**config.mk**
```make
export PLATFORM = sky130hd
export DESIGN_NAME = seg_data_drive
export DESIGN_NICKNAME = d
export VERILOG_FILES = /design/src/rtl/seg_data_drive.sv
export SDC_FILE = /design/constraint.sdc
export NUM_CORES = 1
export LEC_CHECK = 0
export ABC_AREA = 1
export ABC_CLOCK_PERIOD_IN_PS = 3000
export CAP_MARGIN = 30
export CELL_PAD_IN_SITES_DETAIL_PLACEMENT = 1
export CELL_PAD_IN_SITES_GLOBAL_PLACEMENT = 2
export CORE_MARGIN = 2
export CORE_UTILIZATION = 30
export DETAILED_ROUTE_END_ITERATION = 12
export GPL_TIMING_DRIVEN = 0
export PLACE_DENSITY = 0.8
export SLEW_MARGIN = 40
export SYNTH_ARGS = -nofsm -noshare
export SYNTH_HDL_FRONTEND = slang
export SYNTH_SLANG_ARGS = --single-unit
export TNS_END_PERCENT = 10
```
**constraint.sdc**
```tcl
create_clock -name clk -period 3 [get_ports clk]
set_input_delay 0.45 -clock clk [delete_from_list [all_inputs] [get_ports clk]]
set_output_delay 0.45 -clock clk [all_outputs]
set_load 0.1 [all_outputs]
```
**src/rtl/seg_data_drive.sv**
```systemverilog
// Segment-data driver for the 2-digit vending display: converts a binary value
// to BCD with a shift-add-3 sequencer and drives active-low segments per digit.
module seg_data_drive #(
    parameter int DATA_W   = 7,
    parameter bit BLANK_LZ = 1'b1
) (
    input  logic              clk,
    input  logic              rst,
    input  logic              boot_flag,
    input  logic [5:0]        sel,
    input  logic [DATA_W-1:0] value,
    input  logic              value_vld,
    output logic              busy,
    output logic [7:0]        seg
);

    localparam int CNT_W = $clog2(DATA_W + 1);

    localparam logic [5:0] SEL_ONES = 6'b111110;
    localparam logic [5:0] SEL_TENS = 6'b111101;
    localparam logic [7:0] SEG_OFF  = 8'hFF;
    localparam logic [7:0] SEG_DASH = 8'hBF;

    typedef enum logic {
        S_IDLE,
        S_CONV
    } state_t;

    state_t            r_state, w_state_nxt;
    logic [DATA_W-1:0] r_shift, w_shift_nxt;
    logic [8:0]        r_bcd, w_bcd_nxt;
    logic [CNT_W-1:0]  r_cnt, w_cnt_nxt;
    logic              r_big, w_big_nxt;
    logic [3:0]        r_tens, w_tens_nxt;
    logic [3:0]        r_ones, w_ones_nxt;
    logic              r_ovf, w_ovf_nxt;
    logic [7:0]        r_seg, w_seg_nxt;

    logic [3:0]        w_adj_t;
    logic [3:0]        w_adj_o;
    logic              w_last;
    logic              w_accept;

    function automatic logic [7:0] seg_code(input logic [3:0] d);
        logic [7:0] c;
        case (d)
            4'd0:    c = 8'hC0;
            4'd1:    c = 8'hF9;
            4'd2:    c = 8'hA4;
            4'd3:    c = 8'hB0;
            4'd4:    c = 8'h99;
            4'd5:    c = 8'h92;
            4'd6:    c = 8'h82;
            4'd7:    c = 8'hF8;
            4'd8:    c = 8'h80;
            4'd9:    c = 8'h90;
            default: c = SEG_OFF;
        endcase
        return c;
    endfunction

    assign w_adj_o = (r_bcd[3:0] >= 4'd5) ? r_bcd[3:0] + 4'd3 : r_bcd[3:0];
    assign w_adj_t = (r_bcd[7:4] >= 4'd5) ? r_bcd[7:4] + 4'd3 : r_bcd[7:4];

    // Commit edge also frees the converter, so a strobe there is taken.
    assign w_last   = (r_state == S_CONV) && (r_cnt == CNT_W'(DATA_W));
    assign w_accept = value_vld && ((r_state == S_IDLE) || w_last);

    always_comb begin
        w_state_nxt = r_state;
        w_shift_nxt = r_shift;
        w_bcd_nxt   = r_bcd;
        w_cnt_nxt   = r_cnt;
        w_big_nxt   = r_big;
        w_tens_nxt  = r_tens;
        w_ones_nxt  = r_ones;
        w_ovf_nxt   = r_ovf;

        case (r_state)
            S_IDLE: begin
                w_state_nxt = S_IDLE;
            end
            S_CONV: begin
                if (w_last) begin
                    w_tens_nxt  = r_bcd[7:4];
                    w_ones_nxt  = r_bcd[3:0];
                    w_ovf_nxt   = r_big | r_bcd[8];
                    w_state_nxt = S_IDLE;
                end else begin
                    w_bcd_nxt   = {w_adj_t, w_adj_o, r_shift[DATA_W-1]};
                    w_shift_nxt = r_shift << 1;
                    w_cnt_nxt   = r_cnt + CNT_W'(1);
                end
            end
            default: begin
                w_state_nxt = S_IDLE;
            end
        endcase

        if (w_accept) begin
            w_shift_nxt = value;
            w_bcd_nxt   = '0;
            w_cnt_nxt   = '0;
            w_big_nxt   = (value > DATA_W'(99));
            w_state_nxt = S_CONV;
        end
    end

    always_comb begin
        w_seg_nxt = SEG_OFF;
        if (boot_flag) begin
            case (sel)
                SEL_ONES: begin
                    w_seg_nxt = r_ovf ? SEG_DASH : seg_code(r_ones);
                end
                SEL_TENS: begin
                    if (r_ovf)
                        w_seg_nxt = SEG_DASH;
                    else if (BLANK_LZ && (r_tens == 4'd0))
                        w_seg_nxt = SEG_OFF;
                    else
                        w_seg_nxt = seg_code(r_tens);
                end
                default: begin
                    w_seg_nxt = SEG_OFF;
                end
            endcase
        end
    end

    always_ff @(posedge clk or posedge rst) begin
        if (rst) begin
            r_state <= S_IDLE;
            r_shift <= '0;
            r_bcd   <= '0;
            r_cnt   <= '0;
            r_big   <= 1'b0;
            r_tens  <= '0;
            r_ones  <= '0;
            r_ovf   <= 1'b0;
            r_seg   <= SEG_OFF;
        end else begin
            r_state <= w_state_nxt;
            r_shift <= w_shift_nxt;
            r_bcd   <= w_bcd_nxt;
            r_cnt   <= w_cnt_nxt;
            r_big   <= w_big_nxt;
            r_tens  <= w_tens_nxt;
            r_ones  <= w_ones_nxt;
            r_ovf   <= w_ovf_nxt;
            r_seg   <= w_seg_nxt;
        end
    end

    assign busy = (r_state == S_CONV);
    assign seg  = r_seg;

endmodule

```
==> reports/qor.txt <==
FLOORPLAN
--------------------------------------------------------------------------------------------------------
Die outline area                                                                              7650 sq um
Area inside the core boundary                                                                 6760 sq um
Die X                                                                                       87.5 microns
Number of placement rows                                                                              30
Die outline height                                                                          87.5 microns
Starting utilization of the core area                                                              30.9%
IO Count                                                                                              26

DRT
--------------------------------------------------------------------------------------------------------
Total number of vias                                                                                1802
Met2 WL                                                                                          2.34 mm
Drt drc                                                                                                0
Detailed-route vias per instance                                                                    4.75
Routed WL                                                                                        4.70 mm
Routed length per placed instance                                                           12.4 microns
Remaining antenna violation count after routing                                                        0
Routed length on met1                                                                            2.15 mm
Top layer reached by signal wires                                                                   met4
First-iteration detailed-routing DRC count                                                            64
1st-pass router iterations                                                                             6
Amount of wire on met3 after detailed routing                                                143 microns

SYNTH
--------------------------------------------------------------------------------------------------------
Post-synthesis async set-or-reset flop share                                                        100%
Sequential cell area fraction in the yosys report                                                  44.7%
Synthesized net count                                                                                300
Number of warnings issued by yosys                                                                     0
Flops & latches, synth                                                                                37
Unique masters post-synth                                                                             24
Number of enable-type register cells in the synthesized netlist                                        0
Total standard cell area after synthesis                                                      2090 sq um
Number of instances in the synthesized netlist                                                       267
Main synth FF type                                                                          sky130_fd_sc_hd__dfrtp_1
Average footprint of a synthesized cell                                                       7.83 sq um

TIMING
--------------------------------------------------------------------------------------------------------
Number of failing hold endpoints at the final stage                                                    0
Count of pins over their slew limit                                                                    0
Final period utilization                                                                           59.8%
Setup tns final                                                                                     0 ns
RSZ-0062 raised after global routing                                                                  no
Post-route clock skew                                                                         0.00274 ns
Final WS setup                                                                                   1.21 ns
Highest clock frequency the design can meet                                                    0.558 GHz
Min cycle time layout                                                                            1.79 ns
Setup violations, final                                                                                0

SETUP PATH
--------------------------------------------------------------------------------------------------------
Worst reg2reg path startpoint                                                                   r_cnt[0]
Origin of the worst setup path                                                                  r_cnt[0]
Nature of the critical path endpoint                                                           flip-flop
Data required time at the worst endpoint                                                         3.18 ns
Data arrival time of the worst path                                                              1.97 ns
Biggest fanout along the worst timing path                                                            10
R2R Setup Slk                                                                                    1.21 ns
Critical Path Source Type                                                                      flip-flop
Worst setup path class                                                                      flip-flop to flip-flop

POWER
--------------------------------------------------------------------------------------------------------
Worst vdd rail ir drop                                                                          0.305 mV
Leakage                                                                                       0.00121 uW
Power density of the placed cells                                                            914 nW/um^2

FINAL LAYOUT
--------------------------------------------------------------------------------------------------------
Utilization of the core after routing                                                              37.1%
Layout cells sized above 1                                                                         10.7%
Antenna cells                                                                                          0
Relative area change from synthesis to final layout                                                19.8%
Most common library cell in the layout ignoring fill and taps                               sky130_fd_sc_hd__nand2_1
Leading cell types in the layout, fill and taps excluded                                    sky130_fd_sc_hd__nand2_1, sky130_fd_sc_hd__inv_1, sky130_fd_sc_hd__dfrtp_1
Final net count                                                                                      332
Count of fill cells added during filler insertion                                                    858
Number of standard cells in the layout, taps in and fillers out                                      379

PLACEMENT
--------------------------------------------------------------------------------------------------------
Port Buffers                                                                                          24
Half-perimeter wire length after placement                                                       3.70 mm
Post-placement setup slack                                                                       1.13 ns
Cell total after placement                                                                           372
Final weighted congestion in routability-driven placement                                          0.750

GLOBAL ROUTING
--------------------------------------------------------------------------------------------------------
Vias in the first global route                                                                      1859
Number of antenna violations at the first check in global routing                                      0
Global-route wire length before repair                                                           8.45 mm
Overall Global Routing Usage                                                                       14.0%
Sum of overflow across all layers after global routing                                                 0
Pin count of the biggest net entering global routing                                                  24

CLOCK TREE
--------------------------------------------------------------------------------------------------------
Setup bufs post-CTS                                                                                    0
Clock sink count                                                                                      37
CTS Root Cell                                                                               sky130_fd_sc_hd__clkbuf_8
Cells resized by post-CTS repair                                                                       0
Clock buffer depth                                                                                     2
CTS buffer count                                                                                       5
Post-CTS clock slew at the launch and capture registers of the worst setup and hold paths        0.07 ns
Clk Latency, worst-skew pair                                                                     0.29 ns
Depth of the CTS H-tree                                                                                2
CTS tree                                                                                            done
Hold bufs inserted after CTS                                                                           0

HOLD PATH
--------------------------------------------------------------------------------------------------------
Class of the tightest hold or removal check                                                 input pin to asynchronous set/reset pin

RUN STATUS
--------------------------------------------------------------------------------------------------------
Run status                                                                                  finished, final reports clean

FLOW RUN
--------------------------------------------------------------------------------------------------------
Maximum capacitance violations                                                                         0

critical path, cell delays in order (launching register included):
cell                      delay [ns]
sky130_fd_sc_hd__dfrtp_1        0.40
sky130_fd_sc_hd__ha_1           0.21
sky130_fd_sc_hd__ha_1           0.22
sky130_fd_sc_hd__nor2_4         0.23
sky130_fd_sc_hd__inv_2          0.12
sky130_fd_sc_hd__nand2_4        0.14
sky130_fd_sc_hd__inv_2          0.05
sky130_fd_sc_hd__buf_6          0.14
sky130_fd_sc_hd__a22o_1         0.17
layout make-up:
cell class | instances | area [sq um] | area share (%)
Buffer | 5 | 32.5 | 1.30
Clock buffer | 7 | 86.3 | 3.45
Inverter | 38 | 143 | 5.69
Multi-Input combinational cell | 187 | 981 | 39.2
Sequential cell | 37 | 935 | 37.3
Tap cell | 80 | 100 | 4.00
Timing Repair Buffer | 25 | 228 | 9.09
sequential cells by signal, indices dropped and copies added, names as in the netlist:
| name | count |
|---|---|
| busy | 1 |
| r_bcd | 9 |
| r_big | 1 |
| r_cnt | 3 |
| r_ones | 4 |
| r_ovf | 1 |
| r_shift | 7 |
| r_tens | 4 |
| seg | 7 |
synth_stat cells (2+ instances only):
library cell / number / area share [%]
sky130_fd_sc_hd__o21ai_1: 3 / 0.72
sky130_fd_sc_hd__nand3_1: 21 / 5.0
sky130_fd_sc_hd__a22o_1: 2 / 0.84
sky130_fd_sc_hd__nor2_1: 22 / 3.9
sky130_fd_sc_hd__buf_2: 2 / 0.48
sky130_fd_sc_hd__nand2_1: 71 / 13
sky130_fd_sc_hd__o22ai_1: 3 / 0.90
sky130_fd_sc_hd__dfrtp_1: 30 / 36
sky130_fd_sc_hd__o21ai_0: 29 / 6.9
sky130_fd_sc_hd__inv_1: 35 / 6.3
sky130_fd_sc_hd__ha_1: 16 / 9.6
sky130_fd_sc_hd__dfstp_2: 7 / 8.8
sky130_fd_sc_hd__o211ai_1: 5 / 1.8
sky130_fd_sc_hd__inv_2: 3 / 0.54
sky130_fd_sc_hd__a21oi_1: 9 / 2.2
per-stage QoR:
step | cell area [sq um] | hold WS [ns] | power, uW
2_1_floorplan | 2090 | 0.449 | 1660
3_3_place_gp | 2430 | 0.463 | 1940
3_5_place_dp | 2420 | 0.473 | 1970
4_1_cts | 2500 | 0.454 | 2340
5_1_grt | 2500 | 0.466 | 2570
6_report | 2500 | 0.448 | 2290
final timing paths:
path / to / cells after the start
worst max-delay path: r_cnt[2] / 8
max in group asynchronous: r_cnt[1] / 3
worst min-delay path: r_tens[3] / 2
worst min register to register: r_bcd[5] / 2
worst max register to register: r_cnt[2] / 8
min in group clk: r_bcd[5] / 2
per-layer routing:
metal | vias to the layer above | track usage [%]
li1 | 921 | -
met3 | 7 | 3.13
met2 | 27 | 24.3
met4 | 0 | 4.62
met1 | 847 | 16.9
met5 | - | 0
power by group:
| group | internal (uW) | leakage [uW] | total, uW | switching [uW] |
|---|---|---|---|---|
| clock | 182 | 0.0000443 | 356 | 174 |
| combinational | 402 | 0.000721 | 1090 | 693 |
| sequential | 687 | 0.000447 | 839 | 153 |
| total | 1270 | 0.00121 | 2290 | 1020 |
cells by family (layout without fill, tap and decap cells):
| kind of cell | after synthesis | after routing | share of synthesized area (%) |
|---|---|---|---|
| and+or+nand+nor | 117 | 117 | 23.0 |
| AOI/OAI and AO/OA | 53 | 53 | 14.1 |
| buffers and inverters | 43 | 75 | 8.38 |
| DFF | 37 | 37 | 44.7 |
| adders and majority gates | 16 | 16 | 9.58 |
| other | 1 | 1 | 0.179 |
(Power assumes the default switching activity.)
